<file path="src/rtl/load_align_unit.sv">
// Load back-end between the data-memory port and MEM/WB: misalignment check,
// bus read with timeout, then byte/half/word extraction and LWL/LWR merge.
module load_align_unit #(
  parameter bit          BIG_ENDIAN = 1'b0,
  parameter int unsigned TIMEOUT    = 16,
  parameter int unsigned CNT_W      = 8
) (
  input  logic        clk,
  input  logic        rst_n,
  input  logic        flush,
  input  logic        req_valid,
  output logic        req_ready,
  input  logic [2:0]  req_type,
  input  logic [1:0]  req_ofs,
  input  logic [31:0] req_rt,
  output logic        mem_rd,
  input  logic        mem_ack,
  input  logic [31:0] mem_rdata,
  output logic        out_valid,
  input  logic        out_ready,
  output logic [31:0] out_data,
  output logic        exc_adel,
  output logic        exc_bus
);

  typedef enum logic [1:0] {IDLE, WAIT, DONE} state_t;

  localparam bit               TO_EN = (TIMEOUT != 0);
  localparam logic [CNT_W-1:0] LAST  = CNT_W'(TO_EN ? TIMEOUT - 1 : 0);

  state_t           state, state_nx;
  logic [2:0]       type_q;
  logic [1:0]       ofs_q;
  logic [31:0]      rt_q;
  logic [CNT_W-1:0] cnt, cnt_nx;
  logic             valid_nx, adel_nx, bus_nx, capture;
  logic [31:0]      data_nx, aligned, shifted;
  logic [1:0]       lane;
  logic [7:0]       byte_sel;
  logic [15:0]      half_sel;
  logic             misaligned;

  // Held low during reset so the pipeline sees no ready until reset is released.
  assign req_ready = rst_n && (state == IDLE);
  assign mem_rd    = (state == WAIT);

  assign misaligned = ((req_type == 3'd0 || req_type == 3'd7) && req_ofs != 2'd0) ||
                      ((req_type == 3'd3 || req_type == 3'd4) && req_ofs[0]);

  assign lane     = BIG_ENDIAN ? (ofs_q ^ 2'd3) : ofs_q;
  assign shifted  = mem_rdata >> {lane, 3'b000};
  assign byte_sel = shifted[7:0];
  assign half_sel = lane[1] ? mem_rdata[31:16] : mem_rdata[15:0];

  always_comb begin
    aligned = mem_rdata;
    case (type_q)
      3'd1: aligned = {{24{byte_sel[7]}}, byte_sel};
      3'd2: aligned = {24'd0, byte_sel};
      3'd3: aligned = {{16{half_sel[15]}}, half_sel};
      3'd4: aligned = {16'd0, half_sel};
      3'd5: begin
        case (lane)
          2'd0:    aligned = {mem_rdata[7:0],  rt_q[23:0]};
          2'd1:    aligned = {mem_rdata[15:0], rt_q[15:0]};
          2'd2:    aligned = {mem_rdata[23:0], rt_q[7:0]};
          default: aligned = mem_rdata;
        endcase
      end
      3'd6: begin
        case (lane)
          2'd0:    aligned = mem_rdata;
          2'd1:    aligned = {rt_q[31:24], mem_rdata[31:8]};
          2'd2:    aligned = {rt_q[31:16], mem_rdata[31:16]};
          default: aligned = {rt_q[31:8],  mem_rdata[31:24]};
        endcase
      end
      default: aligned = mem_rdata;
    endcase
  end

  // An ack in the final timeout cycle takes precedence over the bus error.
  always_comb begin
    state_nx = state;
    valid_nx = out_valid;
    data_nx  = out_data;
    adel_nx  = exc_adel;
    bus_nx   = exc_bus;
    cnt_nx   = cnt;
    capture  = 1'b0;
    if (flush) begin
      state_nx = IDLE;
      valid_nx = 1'b0;
      adel_nx  = 1'b0;
      bus_nx   = 1'b0;
    end else begin
      case (state)
        IDLE: begin
          if (req_valid) begin
            capture = 1'b1;
            if (misaligned) begin
              state_nx = DONE;
              valid_nx = 1'b1;
              adel_nx  = 1'b1;
              bus_nx   = 1'b0;
              data_nx  = 32'd0;
            end else begin
              state_nx = WAIT;
              cnt_nx   = '0;
            end
          end
        end
        WAIT: begin
          if (mem_ack) begin
            state_nx = DONE;
            valid_nx = 1'b1;
            adel_nx  = 1'b0;
            bus_nx   = 1'b0;
            data_nx  = aligned;
          end else if (TO_EN && cnt == LAST) begin
            state_nx = DONE;
            valid_nx = 1'b1;
            adel_nx  = 1'b0;
            bus_nx   = 1'b1;
            data_nx  = 32'd0;
          end else begin
            cnt_nx = cnt + 1'b1;
          end
        end
        DONE: begin
          if (out_ready) begin
            state_nx = IDLE;
            valid_nx = 1'b0;
            adel_nx  = 1'b0;
            bus_nx   = 1'b0;
          end
        end
        default: state_nx = IDLE;
      endcase
    end
  end

  always_ff @(posedge clk or negedge rst_n) begin
    if (!rst_n) begin
      state     <= IDLE;
      out_valid <= 1'b0;
      out_data  <= 32'd0;
      exc_adel  <= 1'b0;
      exc_bus   <= 1'b0;
      cnt       <= '0;
      type_q    <= 3'd0;
      ofs_q     <= 2'd0;
      rt_q      <= 32'd0;
    end else begin
      state     <= state_nx;
      out_valid <= valid_nx;
      out_data  <= data_nx;
      exc_adel  <= adel_nx;
      exc_bus   <= bus_nx;
      cnt       <= cnt_nx;
      if (capture) begin
        type_q <= req_type;
        ofs_q  <= req_ofs;
        rt_q   <= req_rt;
      end
    end
  end

endmodule
</file>
<file path="config.mk">
export PLATFORM = sky130hd
export DESIGN_NAME = load_align_unit
export DESIGN_NICKNAME = d
export VERILOG_FILES = /design/src/rtl/load_align_unit.sv
export SDC_FILE = /design/constraint.sdc
export NUM_CORES = 1
export LEC_CHECK = 0
export BUFFER_PORTS_ARGS = -buffer_cell sky130_fd_sc_hd__buf_2
export CORE_MARGIN = 4
export CORE_UTILIZATION = 60
export DETAILED_ROUTE_END_ITERATION = 8
export PLACE_DENSITY = 0.95
export SYNTH_ARGS = -nofsm -noshare
export SYNTH_HDL_FRONTEND = slang
export SYNTH_SLANG_ARGS = --single-unit
</file>
<file path="constraint.sdc">
create_clock -name clk -period 2.9 [get_ports clk]
set_clock_uncertainty 0.05 [all_clocks]
set_input_delay 0.29 -clock clk [delete_from_list [all_inputs] [get_ports clk]]
set_output_delay 0.29 -clock clk [all_outputs]
set_load 0.005 [all_outputs]
</file>
# Word level (Yosys, flattened, before mapping)
# Cells that the tools add are included.
# W data, S select, Z words.
[word_totals]
output_inout_bits = 37
register_bits = 82
word_cells = 92
inputBits = 75
[classes]
n_reduce_logical = 16
n_addsub = 1
n_shift = 1
n_eq_ne = 24
bitwise_logic = 1
n_mux = 40
[op_table]
columns = ["op", "n"]
rows = [
  ["$pmux W32 S3", 2],
  ["$pmux W32 S6", 1],
  ["$mux W32", 4],
  ["$pmux W32 S2", 1],
  ["$mux W8", 4],
  ["$shr A32 B5 Y8", 1],
  ["$mux W1", 16],
  ["$mux W16", 1],
  ["$pmux W8 S2", 1],
  ["$eq A3 B3 Y1 const B", 5],
  ["$mux W2", 6],
  ["$ne A2 B2 Y1 const B", 5],
  ["$reduce_and A5 Y1", 2],
  ["$eq A3 B2 Y1 const B", 3],
  ["$ne A3 B3 Y1 const B", 3],
  ["$pmux W1 S3", 3],
  ["$add A8 B1 Y8 const B", 1],
  ["$eq A8 B4 Y1 const B", 1],
  ["$pmux W2 S3", 1],
  ["$reduce_and A6 Y1", 1],
  ["$eq A2 B1 Y1 const B", 2],
  ["$eq A2 B2 Y1 const B", 2],
  ["$logic_not A2 Y1", 2],
  ["$ne A4 B2 Y1 const B", 1],
  ["other kinds (9)", 14],
]

# Logic depth before layout (Yosys ltp)
[depth]
depth_word = 8
mapped_depth = 9
mapped_depth_nobuf = 7

# Least setup slack after synthesis
# OpenSTA, ideal clock, no wires.
[synth_timing]
path_kind = "register -> register"
startpoint = "register state[1]"
endpoint = "register out_data[0]"
path_stages_with_launch = 10
path_slack_ps = 911
period_less_slack_ps = 1989
arrival_time_ps = 1796
n_path_buf = 3
setup_ps = 144
required_ps = 2706
cell_sequence = "dfrtp_1 > inv_1 > ha_1 > clkbuf_1 > mux2i_1 > nor2_1 > and3_1 > clkbuf_1 > clkbuf_1 > o32ai_1"
[synth_via]
elab_chain_cells = 3
elab_cells_between_ends = 8
cone_classes = "eq/ne (4); mux (1); reduce/logical (3)"
[synth_rtl]
columns = ["element", "line", "source"]
rows = [
  ["start, declared", "31", "state_t state, state_nx;"],
  ["start signal, assigned", "155", "state <= state_nx;"],
  ["$eq A2 B1 Y1 *", "n/a", ""],
  ["via mem_rd", "16", "output logic mem_rd,"],
  ["$ne A3 B1 Y1 (no line) / $reduce_bool A2 Y1 (equally long branches)", "n/a", ""],
  ["$reduce_and A5 Y1 (no line)", "n/a", ""],
  ["end signal, assigned", "157", "out_data <= data_nx;"],
  ["end, declared", "21", "output logic [31:0] out_data,"],
]
# Mark *: on every way through the listed nets, which the timed path passes. The rest lies on a longest branch.
# A chain may end at the register's enable or synchronous reset.

# Worst setup path after layout
[layout_timing]
startpoint = "register ofs_q[0], in the netlist lane[0]"
endpoint = "register out_data[31]"
[layout_via]
elab_chain_cells = 5
elab_cells_between_ends = 9
cone_classes = "eq/ne (2); shift (1); mux (5); reduce/logical (1)"
[layout_rtl]
columns = ["element", "line", "source"]
rows = [
  ["start, declared", "33", "logic [1:0] ofs_q;"],
  ["start signal, assigned", "163", "ofs_q <= req_ofs;"],
  ["branches (longest 2 deep; another with $shr A32 B5 Y8)", "n/a", ""],
  ["$pmux W32 S6 *", "57", "case (type_q)"],
  ["$mux W32 *", "114", "if (mem_ack) begin"],
  ["$pmux W32 S2 *", "97", "case (state)"],
]
# Mark *: on every way between the ends.

==> reports/results.ini <==
[hold_path]
hp-class = primary input to flip-flop
worst_hold_path.num_cells = 2
min-delay-start = req_rt[8]
min_to = rt_q[8]$_DFFE_PN0P_

[clock_network]
cts-buffers-inserted = 9
cts.path.max_buffers = 2
cts_sinks = 82
cts_setup_buffers = 0
htreeDepth = 3
clk_latency_ns = 0.36
post_cts_resized = 0
tritoncts = built
root_buffer = clkbuf_8
path_clk_slew_ns = 0.09

[floorplan]
dieArea_sq_mm = 0.0107
start_util_pct = 62.1
row_count = 34
die_w_um = 103
coreArea_sq_mm = 0.00876
die_h_um = 103
io_pins = 112

[yosys]
synth_top_area_cell = dfrtp_1
yosysWarnings = 0
ys_ff_latch = 82
synth_edf_count = 0
syn_avg_cell_area_sq_um = 9.52
yosysTopAreaCellShare_pct = 37.7
synthesis.area_sq_mm = 0.00544
synth_ff_type = dfrtp_1
synthArstFlopShare_pct = 100
netlist_instances = 572
synth.area.top_cells = dfrtp_1 38%, mux2_2 11%, mux2i_1 10%
synth_nets = 651
ys_types = 49
yosysSeqAreaShare_pct = 37.7

[setup_path]
crit_required_ns = 3.07
arrival_ns = 2.54
r2r_start = lane[0]$_DFFE_PN0P_
r2r_slack_ns = 0.52
crit_type = flip-flop to flip-flop
reg2reg_to = out_data[31]$_DFFE_PN0P_
reg2reg_depth = 5
end_kind = flip-flop
startpoint_type = flip-flop
critPathMaxFanout = 17

[final_layout]
register_area_sq_mm = 0.00205
drive_above_1_share_pct = 33.3
multiInputGateArea_sq_mm = 0.00304
area_growth_pct = 15.3
n_antenna_cell = 0
design_area_sq_mm = 0.00628
fill_cells = 632
nets = 741

[drt]
routed_wl_mm = 15.7
drt_first_iter_violations = 547
antenna_left = 0
route.vias.total = 5163
routedWlPerCell_um = 20.3
dr.pass1.iters = 6
routed_via_density = 6.66
drc = 0

[pwr]
powerDensity_mw_per_mm2 = 1110
leakagePower_nw = 2.91
power_mw = 6.97
peakVddDrop_uv = 549

[global_routing]
grt_pass1_wl_mm = 24.6
grt-ovfl-total = 0
antenna_found_initial = 0
grt_pass1_vias = 4940
grt.total_usage_pct = 30.2
grt_max_degree = 58

[sta]
max_freq_mhz = 421
hold_viol = 0
slew_headroom_pct = 42.4
period_share_pct = 82.0
min_period_ns = 2.38
rsz0062_at_grt = no
tightest_slew_ns = 0.858
setup_tns_ns = 0
setup_viol = 0
drv_slew = 0

[place]
hpwlAfterDp_mm = 10.9
postPlaceCellArea_sq_mm = 0.00605
portBuffers = 111
routabilityCongestion = 0.933

[flow_run]
maxCapViolations = 0

[outcome]
status = finished, final reports clean

==> cells by family after synthesis <==
kind of cell,count (synthesis),synth area share (%)
adders and majority gates,4,0.919
muxes,111,21.9
AOI/OAI and AO/OA,150,21.0
and+or+nand+nor,139,11.9
buffers and inverters,86,6.57
DFF,82,37.7
==> cell usage after synthesis, drive strengths merged (2+ instances only) <==
library cell / n
nand2: 12
a21o: 3
nand2b: 3
or4: 6
nor3: 2
mux2i: 56
nor4: 9
ha: 4
inv: 39
o22a: 2
nand3: 7
a21oi: 37
buf: 20
o221a: 13
mux2: 54
and2: 2
clkbuf: 27
a211oi: 10
o22ai: 14
o32ai: 31
dfrtp: 82
o21ai: 19
o211a: 3
o31ai: 9
nor2: 79
nor2b: 10
and3: 4
==> state kept, by name (all words and copies together), names as in the netlist <==
register,flops
exc_adel,1
cnt,8
rt_q,32
out_valid,1
out_data,32
type_q,3
state,2
lane,2
exc_bus,1
==> how the worst max path moves through the flow <==
stage	startpoint	to	slack [ns]	cells past startpoint
6_report	lane[0]$_DFFE_PN0P_	out_data[31]$_DFFE_PN0P_	0.52	5
5_1_grt	state[1]$_DFFE_PN0P_	cnt[7]$_DFFE_PN0P_	0.42	7
4_1_cts	lane[0]$_DFFE_PN0P_	out_data[31]$_DFFE_PN0P_	0.58	5
3_5_place_dp	state[1]$_DFFE_PN0P_	cnt[6]$_DFFE_PN0P_	0.67	7
3_3_place_gp	type_q[2]$_DFFE_PN0P_	out_data[15]$_DFFE_PN0P_	0.77	5
2_1_floorplan	state[1]$_DFFE_PN0P_	out_data[0]$_DFFE_PN0P_	0.91	9
==> layout by cell type (no fill, tap or decap), types with 4 or more instances in the layout <==
cell type | synthesis | final
o32ai_1 | 22 | 22
nor2_1 | 78 | 77
o221a_2 | 13 | 13
a211oi_1 | 10 | 10
o22ai_1 | 14 | 14
mux2i_1 | 56 | 56
buf_4 | 1 | 14
nor4_1 | 9 | 9
a21oi_1 | 37 | 37
ha_1 | 4 | 4
or4_1 | 6 | 6
nand2_1 | 12 | 12
and3_1 | 4 | 4
nor2b_1 | 10 | 10
o21ai_0 | 18 | 18
o32ai_2 | 9 | 9
inv_1 | 39 | 39
nand3_1 | 7 | 7
clkbuf_8 | 0 | 9
buf_2 | 13 | 110
mux2_2 | 54 | 54
dfrtp_1 | 82 | 80
o31ai_1 | 8 | 8
==> area by class of cell <==
class,count,area share (%)
multi-input combinational,404,48.4
sequential,82,32.7
timing repair buffer,126,10.9
inverter,39,2.33
tap,108,2.15
clock buffer,10,2.03
clock inverter,6,1.46
==> critical path: stages, from the launching register on <==
cell and delay [ns]:
dfrtp_2 0.49, mux2i_1 0.33, mux2_2 0.28, a31o_1 0.67, o221a_2 0.33, o32ai_1 0.08
==> stage by stage <==
stage          util (%)  setup WS [ns]  cells  hold WS [ns]
2_1_floorplan         -          0.911    572       -0.0556
3_3_place_gp       69.0          0.769    758         0.199
3_5_place_dp       69.0          0.668    758         0.200
4_1_cts            71.6          0.580    775        0.0936
5_1_grt            71.6          0.423    775        0.0933
6_report           71.6          0.523    775         0.101
==> power breakdown <==
group | internal, mW | leakage (nW) | total (mW) | switching, mW
combinational | 1.78 | 1.76 | 4.01 | 2.23
sequential | 1.62 | 1.05 | 2.03 | 0.413
clock | 0.486 | 0.0987 | 0.929 | 0.442
==> what timing repair did <==
| item | CTS | global route |
|---|---|---|
| endpoints found under the hold margin | 28 | 0 |
| hold buffers | 1 | 0 |
| setup endpoints to repair | 0 | 0 |
==> layer usage <==
layer	global-route usage [%]	wire length (um)
met5	0	0
met4	14.4	622
met3	4.83	1790
met2	48.2	7270
met1	40.2	6020
No activity file was read; power rests on OpenSTA's default activity.
